<file path="config.mk">
export PLATFORM = sky130hd
export DESIGN_NAME = prog_timer_flat
export DESIGN_NICKNAME = d
export VERILOG_FILES = /design/src/rtl/prog_timer_if.sv /design/src/rtl/prog_timer.sv /design/src/flat_wrapper.sv
export SDC_FILE = /design/constraint.sdc
export NUM_CORES = 1
export LEC_CHECK = 0
export ABC_AREA = 1
export CORE_MARGIN = 3
export CORE_UTILIZATION = 45
export DETAILED_ROUTE_END_ITERATION = 8
export GPL_TIMING_DRIVEN = 0
export PLACE_DENSITY = 0.82
export SYNTH_ARGS = -nofsm -noshare
export SYNTH_HDL_FRONTEND = slang
export SYNTH_SLANG_ARGS = --single-unit
</file>
<file path="constraint.sdc">
create_clock -name clk -period 1.8 [get_ports clk]
set_clock_uncertainty 0.2 [all_clocks]
set_input_delay 0.54 -clock clk [delete_from_list [all_inputs] [get_ports clk]]
set_output_delay 0.54 -clock clk [all_outputs]
set_load 0.005 [all_outputs]
</file>
<file path="src/rtl/prog_timer_if.sv">
// prog_timer control/status bundle; the prescale field exists only
// when PROG_TIMER_PRESCALE_EN is defined.
interface prog_timer_if #(
  parameter int unsigned WIDTH    = 16,
  parameter int unsigned PS_WIDTH = 8
) ();
  logic             start;
  logic             stop;
  logic             mode;
  logic [WIDTH-1:0] count;
  logic             tick;
  logic             busy;
  logic             done;
  logic [WIDTH-1:0] value;
`ifdef PROG_TIMER_PRESCALE_EN
  logic [PS_WIDTH-1:0] prescale;

  modport master (
    output start, stop, mode, count, prescale,
    input  tick, busy, done, value
  );
  modport slave (
    input  start, stop, mode, count, prescale,
    output tick, busy, done, value
  );
`else
  localparam int unsigned unused_ps_w = PS_WIDTH;

  modport master (
    output start, stop, mode, count,
    input  tick, busy, done, value
  );
  modport slave (
    input  start, stop, mode, count,
    output tick, busy, done, value
  );
`endif
endinterface

</file>
<file path="src/rtl/prog_timer.sv">
// Programmable periodic/one-shot timer with IDLE/RUN/HOLD FSM.
// Optional advance prescaler enabled by PROG_TIMER_PRESCALE_EN.
module prog_timer #(
  parameter int unsigned WIDTH    = 16,
  parameter int unsigned PS_WIDTH = 8
) (
  input  logic        clk,
  input  logic        reset,
  prog_timer_if.slave tif
);

  typedef enum logic [1:0] {
    IDLE,
    RUN,
    HOLD
  } state_t;

  state_t           state_q, state_d;
  logic [WIDTH-1:0] value_q, value_d;
  logic [WIDTH-1:0] count_q, count_d;
  logic             mode_q, mode_d;
  logic             done_q, done_d;
  logic             tick_q, tick_d;
  logic             armed_q, armed_d;
  logic             adv;

`ifdef PROG_TIMER_PRESCALE_EN
  logic [PS_WIDTH-1:0] ps_q, ps_d;
  logic [PS_WIDTH-1:0] psl_q, psl_d;
`else
  localparam int unsigned unused_ps_w = PS_WIDTH;
`endif

  always_ff @(posedge clk or posedge reset) begin
    if (reset) begin
      state_q <= IDLE;
      value_q <= '0;
      count_q <= '0;
      mode_q  <= 1'b0;
      done_q  <= 1'b0;
      tick_q  <= 1'b0;
      armed_q <= 1'b0;
`ifdef PROG_TIMER_PRESCALE_EN
      ps_q    <= '0;
      psl_q   <= '0;
`endif
    end else begin
      state_q <= state_d;
      value_q <= value_d;
      count_q <= count_d;
      mode_q  <= mode_d;
      done_q  <= done_d;
      tick_q  <= tick_d;
      armed_q <= armed_d;
`ifdef PROG_TIMER_PRESCALE_EN
      ps_q    <= ps_d;
      psl_q   <= psl_d;
`endif
    end
  end

  always_comb begin
    state_d = state_q;
    value_d = value_q;
    count_d = count_q;
    mode_d  = mode_q;
    done_d  = done_q;
    tick_d  = 1'b0;
    armed_d = armed_q;
`ifdef PROG_TIMER_PRESCALE_EN
    psl_d   = psl_q;
    adv     = armed_q && (ps_q == psl_q);
    ps_d    = '0;
    if (armed_q && !adv) begin
      ps_d = ps_q + PS_WIDTH'(1);
    end
`else
    adv     = armed_q;
`endif

    // stop beats start; both drop any terminal tick this cycle
    if (tif.stop) begin
      if (state_q != IDLE) begin
        state_d = IDLE;
      end
      value_d = '0;
      armed_d = 1'b0;
`ifdef PROG_TIMER_PRESCALE_EN
      ps_d    = '0;
`endif
    end else if (tif.start) begin
      state_d = RUN;
      value_d = '0;
      count_d = tif.count;
      mode_d  = tif.mode;
      done_d  = 1'b0;
      armed_d = 1'b0;
`ifdef PROG_TIMER_PRESCALE_EN
      ps_d    = '0;
      psl_d   = tif.prescale;
`endif
    end else begin
      unique case (state_q)
        RUN: begin
          // first RUN cycle only arms; advances follow
          if (!armed_q) begin
            armed_d = 1'b1;
          end else if (adv) begin
            if (value_q == count_q) begin
              tick_d  = 1'b1;
              value_d = '0;
              if (mode_q) begin
                done_d  = 1'b1;
                state_d = HOLD;
                armed_d = 1'b0;
              end else begin
                count_d = tif.count;
              end
            end else begin
              value_d = value_q + WIDTH'(1);
            end
          end
        end
        HOLD: value_d = '0;
        default: ;
      endcase
    end
  end

  assign tif.tick  = tick_q;
  assign tif.busy  = (state_q == RUN);
  assign tif.done  = done_q;
  assign tif.value = value_q;

endmodule
</file>
<file path="src/flat_wrapper.sv">
// flat-port wrapper written by rule: the top's interface ports become plain ports
module prog_timer_flat 
#(
  parameter int unsigned WIDTH    = 16,
  parameter int unsigned PS_WIDTH = 8
)
  (clk, reset, tif_start, tif_stop, tif_mode, tif_count, tif_tick, tif_busy, tif_done, tif_value);
  prog_timer_if #(.WIDTH(WIDTH), .PS_WIDTH(PS_WIDTH)) tif_i ();
  input  logic clk;
  input  logic reset;
  input wire logic [$bits(tif_i.start)-1:0] tif_start;
  input wire logic [$bits(tif_i.stop)-1:0] tif_stop;
  input wire logic [$bits(tif_i.mode)-1:0] tif_mode;
  input wire logic [$bits(tif_i.count)-1:0] tif_count;
  output wire logic [$bits(tif_i.tick)-1:0] tif_tick;
  output wire logic [$bits(tif_i.busy)-1:0] tif_busy;
  output wire logic [$bits(tif_i.done)-1:0] tif_done;
  output wire logic [$bits(tif_i.value)-1:0] tif_value;
  assign tif_i.start = tif_start;
  assign tif_i.stop = tif_stop;
  assign tif_i.mode = tif_mode;
  assign tif_i.count = tif_count;
  assign tif_tick = tif_i.tick;
  assign tif_busy = tif_i.busy;
  assign tif_done = tif_i.done;
  assign tif_value = tif_i.value;
  prog_timer #(.WIDTH(WIDTH), .PS_WIDTH(PS_WIDTH)) u_core (.clk(clk), .reset(reset), .tif(tif_i));
endmodule
</file>
* Word level (Yosys, flattened, before mapping) *
Index checks and enable logic that the tools add are counted.

storage, ports and cells
  register bits = 38
  latch bits = 0
  bits in writable memories = 0
  ROM bits = 0
  bits of input ports = 21
  output and inout port bits = 19
  word-level logic and storage cells = 63
  memories = 0

operators by class
  add/subtract/negate cells = 1
  multiply operators = 0
  divide/modulo/power cells = 0
  magnitude comparators = 0
  eq/ne operators = 6
  shifts and indexed selects = 0
  multiplexer cells = 33
  bitwise gates (word level) = 1
  reduce and logical (&&, ||, !) cells = 15

operators by type and width
  kind                                                    number
  2-to-1 mux 16 bit                                       9
  case mux 16 bit (2 select lines)                        1
  adder 16 x 1 -> 16 bit (second input constant)          1
  == test 16 bit                                          1
  2-to-1 mux 1 bit                                        16
  AND reduction 5 bit                                     3
  2-to-1 mux 2 bit                                        7
  nonzero test 3 bit                                      4
  nonzero test 2 bit                                      5
  inequality test 4 x 3 -> 1 bit (second input constant)  1
  AND reduction 2 bit                                     2
  nonzero test 4 bit                                      1
  == test 2 x 1 -> 1 bit (second input constant)          1
  == test 2 bit (second input constant)                   1
  inequality test 2 x 1 -> 1 bit (second input constant)  1
  inequality test 2 bit (second input constant)           1
  NOT 1 bit                                               1

* Logic depth before layout (Yosys ltp) *
Gate-level depths: netlist of run 1.

  depth in word-level cells = 6
  mapped depth = 12
  mapped depth without buffers = 11

* Least setup slack after synthesis of run 1 *
OpenSTA, ideal clock, no wires.

  path kind = in2reg
  start = in tif_start
  end = reg u_core.count_q[0]
  setup time = 0.117 ns
  arrival time = 1.502 ns
  data required time = 1.483 ns
  setup slack = -0.019 ns
  stages on the path = 6
  path buffers = 1
  cell sequence = clkinv_1 -> a21oi_2 -> nand3_4 -> buf_6 -> nand2_1 -> nand2_1

on the way
  word-level cells in the longest chain between the ends = 2
  elaborated cells on any way between the ends = 6
  classes of those cells = eq/ne (1); mux (1); reduce/logical (4)

ends and longest elaborated chain
  element                                                                       RTL line            source
  start, declared                                                               flat_wrapper.sv:11  input wire logic [$bits(tif_i.start)-1:0] tif_start;
  inequality test 2 bit (no source line) or nonzero test 2 bit (tied branches)  -
  AND reduction 5 bit (no source line)                                          -
  end signal, assigned                                                          prog_timer.sv:50    count_q <= count_d;
  end, declared                                                                 prog_timer.sv:20    logic [WIDTH-1:0] count_q, count_d;

Parallel ways exist; a longest one is shown, timed or not.
A chain may end at the register's enable or synchronous reset.

* Worst setup path after layout of run 1 *
  start = reg u_core.value_q[9] (netlist: u_core.tif.value[9])
  end = reg u_core.count_q[11]

on the way
  word-level cells in the longest chain between the ends = 3

ends and longest elaborated chain
  element                               RTL line           source
  start, declared                       prog_timer.sv:19   logic [WIDTH-1:0] value_q, value_d;
  start signal, assigned                prog_timer.sv:49   value_q <= value_d;
  == test 16 bit                        prog_timer.sv:109  if (value_q == count_q) begin
  nonzero test 2 bit (no source line)   -
  AND reduction 5 bit (no source line)  -

No other way between the ends.

==> results.yml, run 1 <==
clock_tree:
  tritoncts.num_buffers: 5
  cts_tree: "built"
  holdBufCountCts: 0
  cts_buffer_depth: 2
  clk_pin_slew_ns: 0.09
  clk_root_buffer_cell: "clkbuf_8"
  cts_sinks: 38
  worstSkewPairLatency_ns: 0.31
  h-tree-depth: 2
pwr:
  power_per_cell_area_nw_per_um2: 729
  netSwitchingPower_uw: 961
  p_int_uw: 1650
  clock_power_share_pct: 25.3
  power.share.switching_pct: 36.8
  comb_power_share_pct: 31.8
  vdd.ir_drop.worst_v: 0.000554
  static-leakage-power_uw: 0.00190
  sequential_cell_fraction_of_total_power_pct: 42.9
critical_path:
  worst-path-max-fanout: 6
  worstSetupStartpoint: "u_core.tif.value[9]$_DFFE_PP0P_"
  crit_path_start_kind: "flop"
  worst-endpoint-arrival_ns: 1.97
  crit_reg_reg_startpoint: "u_core.tif.value[9]$_DFFE_PP0P_"
  reg2reg_slack_ns: -0.19
  worst_setup_path_end_kind: "flop"
  rr_endpoint: "u_core.count_q[11]$_DFFE_PP0P_"
  crit_required_ns: 1.79
  worst_setup_path_endpoint: "u_core.count_q[11]$_DFFE_PP0P_"
  setup.worst_path.class: "reg -> reg"
  timing.reg2reg.worst_path_depth: 13
route:
  drt.antenna.violating_nets: 0
  drt_iter0_markers: 394
  finalWirelength_um: 7800
  route.detailed.drc: 0
  vias: 2604
  detail_route.wl_per_cell_um: 16.0
  first_pass_iters: 5
  avgViaCountPerCell: 5.35
synth:
  syn-num-nets: 346
  ys_seq_elements: 38
  seq_area_frac_synth_pct: 42.2
  synthesis.area_per_instance_sq_um: 7.02
  ys.warnings.count: 0
  synthesis.instances: 321
  synth_cell_types: 25
  netlist_area_sq_um: 2250
floorplan:
  design.die.area_sq_um: 5900
  fp.coreArea_sq_um: 4790
  die_width_um: 76.8
  ios: 40
  initial_core_util_pct: 47.1
  core.rowCount: 25
  die_height_um: 76.8
placed_design:
  buffer_ports.inserted: 39
  hpwlAfterDp_um: 3800
  routability_driven_placement_congestion_ratio: 0.911
  postPlaceCellArea_sq_um: 2740
  placed_cell_count: 427
global_routing:
  grt_pass1_wl_um: 11200
  globalRouteOverflowTotal: 0
  grt_antenna_before_repair: 0
  grt_max_degree: 39
  global_route.usage.total_pct: 23.9
  via_count_of_the_first_global_routing_pass: 2412
sta:
  finalHoldViolations: 0
  setup-tns-final_ns: -4.32
  final_max_slew_viol_count: 0
  worst_slew_margin_rel_pct: 44.3
  clock.fmax_mhz: 504
  unrepaired_setup_endpoints_after_global_routing: "yes"
  fin_ws_ns: -0.185
  worst-slew-pin-transition_ns: 0.836
  final-setup-viol-count: 37
  finalWorstPathRequiredPeriod_ns: 1.99
  period_share_pct: 110
flow_run:
  cap_violations: 0
final_layout:
  layout_common_cells: "nand2_1 (98), buf_4 (38), inv_1 (33)"
  postLayoutCellArea_sq_um: 3590
  post_route_cells_drive_above_1_share_pct: 36.4
  seqCellArea_sq_um: 960
  final_common_cell: "nand2_1"
  multi_input_gate_area_sq_um: 1370
  layout.nets: 444
  final.fill_count: 318
  stdcell_count: 487
  area.growth.synth_to_final_pct: 59.0
  n_antenna_cell: 0
  finalCoreUtilization_pct: 74.9
hold_path:
  holdCritPathClass: "reg -> reg"
  timing.hold.worst_path_depth: 2
outcome:
  failed_checks: "setup timing"
  run_status: "complete, but fails checks"
-- power by group through the flow --
stage	Clock (uW)	Combinational, uW	Sequential (uW)
after floorplan	0	387	1070
after global placement	0	526	1090
after CTS	640	691	1100
after global routing	689	911	1130
final	662	831	1120
after detailed placement	0	544	1100
-- cell families (layout without fill, tap and decap cells) --
group	Yosys count	in the layout	synth area share (%)
and+or+nand+nor	195	195	37.8
buffers and inverters	55	154	9.88
DFF	38	38	42.2
AOI/OAI and AO/OA	21	21	4.83
xor gates and xnor gates	8	8	3.11
adders and majority gates	4	4	2.22
-- critical path: stages (launching register included) --
cell     delay, ns
dfrtp_2       0.42
buf_6         0.14
nand2_4       0.05
inv_2         0.08
nor2_4        0.04
nor2_4        0.11
nand2_2       0.07
nor2_4        0.14
nand2_4       0.10
nand2_8       0.09
nand3_4       0.13
buf_6         0.18
nand2_1       0.05
nand2_1       0.06
-- synth_stat cells --
master	count	area, sq um
inv_1	41	154
nand4_1	20	125
nor3_1	2	10.0
o21ai_0	7	35.0
buf_4	2	15.0
clkbuf_1	1	3.75
ha_1	4	50.1
a21oi_1	12	60.1
clkinv_1	1	3.75
nand2_8	1	20.0
nor2_2	3	18.8
o21ai_1	1	5.00
nand3_2	1	10.0
nand3_4	1	17.5
nor2_1	23	86.3
inv_2	8	30.0
nand2_4	1	11.3
dfrtp_1	38	951
buf_6	1	11.3
a21oi_2	1	8.76
nand2_1	131	492
buf_2	1	5.00
nand3_1	11	55.1
nor4_1	1	6.26
xor2_1	8	70.1
-- final cells by class --
| cell class | instances | share of cell area (%) |
|---|---|---|
| plain buffers | 5 | 1.26 |
| clock buffers | 6 | 2.30 |
| clock inverters | 2 | 0.349 |
| inverters | 50 | 5.51 |
| multi-input cells | 228 | 38.2 |
| flip-flops and latches | 38 | 26.8 |
| well taps | 67 | 2.34 |
| repair buffers | 91 | 23.3 |
-- flip-flops by register name (all words and copies together) (netlist names) --
name,flops
u_core.count_q,16
u_core.tif.value,16
u_core.state_q,2
u_core.adv,1
u_core.mode_q,1
u_core.tif.done,1
u_core.tif.tick,1
-- how the worst min path moves through the flow --
stage	startpoint	to	slack [ns]
after floorplan	u_core.count_q[0]$_DFFE_PP0P_	u_core.count_q[0]$_DFFE_PP0P_	0.26
final	u_core.tif.done$_DFFE_PP0P_	u_core.tif.done$_DFFE_PP0P_	0.28
after detailed placement	u_core.tif.done$_DFFE_PP0P_	u_core.tif.done$_DFFE_PP0P_	0.26
after global placement	u_core.tif.done$_DFFE_PP0P_	u_core.tif.done$_DFFE_PP0P_	0.26
after global routing	u_core.tif.done$_DFFE_PP0P_	u_core.tif.done$_DFFE_PP0P_	0.31
after CTS	u_core.tif.done$_DFFE_PP0P_	u_core.tif.done$_DFFE_PP0P_	0.28
-- stage by stage --
stage / total power [uW] / setup WS [ns] / hold slack (ns)
2_1_floorplan: 1450 / 0.0199 / 0.263
3_3_place_gp: 1610 / -0.692 / 0.264
3_5_place_dp: 1640 / -0.757 / 0.263
4_1_cts: 2430 / -0.0782 / 0.280
5_1_grt: 2730 / -0.252 / 0.309
6_report: 2610 / -0.185 / 0.276
-- metal layers --
| layer | track usage (%) | share of wire (%) |
|---|---|---|
| met1 | 28.3 | 38 |
| met2 | 41.5 | 52 |
| met3 | 5.40 | 6.5 |
| met4 | 10.3 | 3.9 |
| met5 | 0 | 0 |
-- repair_timing --
action / in CTS / in global routing
endpoints found under the hold margin: 0 / 0
setup buffers: 41 / 11
endpoints found under the setup margin: 53 / 38
gates resized for setup: 93 / 51
cloned: 1 / 0
pin swaps: 30 / 29
No activity file was read; power rests on OpenSTA's default activity.
==> run 2: changes to the inputs <==
--- a/config.mk
+++ b/config.mk
@@ -6,6 +6,7 @@
 export NUM_CORES = 1
 export LEC_CHECK = 0
 export ABC_AREA = 1
+export CAP_MARGIN = 20
 export CORE_MARGIN = 3
 export CORE_UTILIZATION = 45
 export DETAILED_ROUTE_END_ITERATION = 8
==> constraint.sdc (replaced) <==
create_clock -name clk -period 1.73 [get_ports clk]
set_clock_uncertainty 0.2 [all_clocks]
set_input_delay 0.519 -clock clk [delete_from_list [all_inputs] [get_ports clk]]
set_output_delay 0.519 -clock clk [all_outputs]
set_load 0.005 [all_outputs]
==> results.yml, run 2 (synthesized netlist as in run 1, its figures left out) <==
pwr:
  static-leakage-power_uw: 0.00178
  vdd.ir_drop.worst_v: 0.000544
  power_per_cell_area_nw_per_um2: 760
floorplan:
  die_height_um: 76.8
  ios: 40
  initial_core_util_pct: 47.1
  fp.coreArea_sq_um: 4790
  core.rowCount: 25
  die_width_um: 76.8
  design.die.area_sq_um: 5900
placed_design:
  routability_driven_placement_congestion_ratio: 0.911
  postPlaceCellArea_sq_um: 2740
  buffer_ports.inserted: 39
  hpwlAfterDp_um: 3790
critical_path:
  rr_endpoint: "u_core.count_q[4]$_DFFE_PP0P_"
  worstSetupStartpoint: "u_core.tif.value[4]$_DFFE_PP0P_"
  timing.reg2reg.worst_path_depth: 12
  worst-path-max-fanout: 6
  setup.worst_path.class: "reg -> reg"
  crit_path_start_kind: "flop"
  reg2reg_slack_ns: -0.29
  worst_setup_path_endpoint: "u_core.count_q[4]$_DFFE_PP0P_"
  crit_required_ns: 1.72
  worst-endpoint-arrival_ns: 2.01
  worst_setup_path_end_kind: "flop"
  crit_reg_reg_startpoint: "u_core.tif.value[4]$_DFFE_PP0P_"
route:
  vias: 2593
  avgViaCountPerCell: 5.40
  route.detailed.drc: 0
  first_pass_iters: 5
  drt_iter0_markers: 254
  finalWirelength_um: 7600
  drt.antenna.violating_nets: 0
  detail_route.wl_per_cell_um: 15.8
clock_tree:
  tritoncts.num_buffers: 5
  worstSkewPairLatency_ns: 0.30
  cts_tree: "built"
  clk_pin_slew_ns: 0.08
  cts_buffer_depth: 2
  h-tree-depth: 2
  cts_sinks: 38
  clk_root_buffer_cell: "clkbuf_8"
flow_run:
  cap_violations: 0
sta:
  clock.fmax_mhz: 496
  setup-tns-final_ns: -7.40
  finalHoldViolations: 0
  worst-slew-pin-transition_ns: 0.824
  unrepaired_setup_endpoints_after_global_routing: "yes"
  period_share_pct: 116
  final_max_slew_viol_count: 0
  final-setup-viol-count: 38
  fin_ws_ns: -0.285
  finalWorstPathRequiredPeriod_ns: 2.02
  worst_slew_margin_rel_pct: 45.0
global_routing:
  grt_max_degree: 39
  grt_pass1_wl_um: 11100
  via_count_of_the_first_global_routing_pass: 2385
  global_route.usage.total_pct: 23.6
  grt_antenna_before_repair: 0
  globalRouteOverflowTotal: 0
outcome:
  run_status: "complete, but fails checks"
  failed_checks: "setup timing"
final_layout:
  n_antenna_cell: 0
  finalCoreUtilization_pct: 73.1
  final.fill_count: 336
  post_route_cells_drive_above_1_share_pct: 34.9
  postLayoutCellArea_sq_um: 3500
  area.growth.synth_to_final_pct: 55.2
  multi_input_gate_area_sq_um: 1340
  final_common_cell: "nand2_1"
  layout_common_cells: "nand2_1 (105), inv_1 (36), buf_4 (34)"
  layout.nets: 437
  seqCellArea_sq_um: 961
hold_path:
  holdCritPathClass: "reg -> reg"
==> run 2: cell type report <==
class	count	share of cell area, %
clock inverter	2	0.358
buffer	5	1.50
timing repair buffer	84	22.0
tap	67	2.40
inverter	50	5.54
multi-input combinational	228	38.4
clock buffer	6	2.36
sequential	38	27.5
==> run 2: critical path, cell delays in order (launching register included) <==
cell and delay [ns]:
dfrtp_1 0.45, inv_1 0.07, nand2_1 0.06, nand2_1 0.06, nor2_1 0.14, nand2_1 0.12, nor2_4 0.16, nand2_4 0.10
nand2_8 0.07, nand3_4 0.15, buf_8 0.20, nand2_2 0.07, nand2_1 0.06
==> run 2: timing repair <==
| action | CTS | global route |
|---|---|---|
| endpoints found under the hold margin | 0 | 0 |
| gates cloned | 2 | 0 |
| hold buffers | 0 | 0 |
| buffers inserted | 35 | 8 |
| pin swaps | 12 | 13 |
| resized for setup | 86 | 52 |
| setup endpoints to repair | 54 | 49 |
==> run 2: worst min-delay path by stage <==
stage / endpoint / slack (ns) / cells after the start / startpoint
floorplan: u_core.count_q[0]$_DFFE_PP0P_ / 0.26 / 2 / u_core.count_q[0]$_DFFE_PP0P_
global placement: u_core.tif.done$_DFFE_PP0P_ / 0.26 / 2 / u_core.tif.done$_DFFE_PP0P_
detailed placement: u_core.tif.done$_DFFE_PP0P_ / 0.27 / 2 / u_core.tif.done$_DFFE_PP0P_
CTS: u_core.tif.done$_DFFE_PP0P_ / 0.28 / 2 / u_core.tif.done$_DFFE_PP0P_
global route: u_core.tif.done$_DFFE_PP0P_ / 0.31 / 2 / u_core.tif.done$_DFFE_PP0P_
finish: u_core.tif.done$_DFFE_PP0P_ / 0.28 / 2 / u_core.tif.done$_DFFE_PP0P_
==> run 2: report_power, final <==
| part | switching [uW] | internal, uW |
|---|---|---|
| clock | 344 | 321 |
| combinational | 455 | 364 |
| sequential | 160 | 1010 |
==> run 2: metal layers <==
layer / track usage, % / vias to the layer above / share of wire, %
li1: - / 1187 / -
met1: 28.5 / 1227 / 39
met2: 41.5 / 140 / 52
met3: 3.64 / 39 / 5.9
met4: 9.78 / 0 / 3.9
met5: 0 / - / 0
==> run 2: stage by stage <==
stage          cells  setup WS [ns]  hold WS, ns  total power, uW
6_report         480         -0.285        0.283             2660
5_1_grt          480         -0.337        0.312             2810
4_1_cts          472         -0.164        0.281             2500
3_5_place_dp     427         -0.710        0.265             1710
3_3_place_gp     427         -0.741        0.264             1680
2_1_floorplan    321       0.000516        0.263             1520
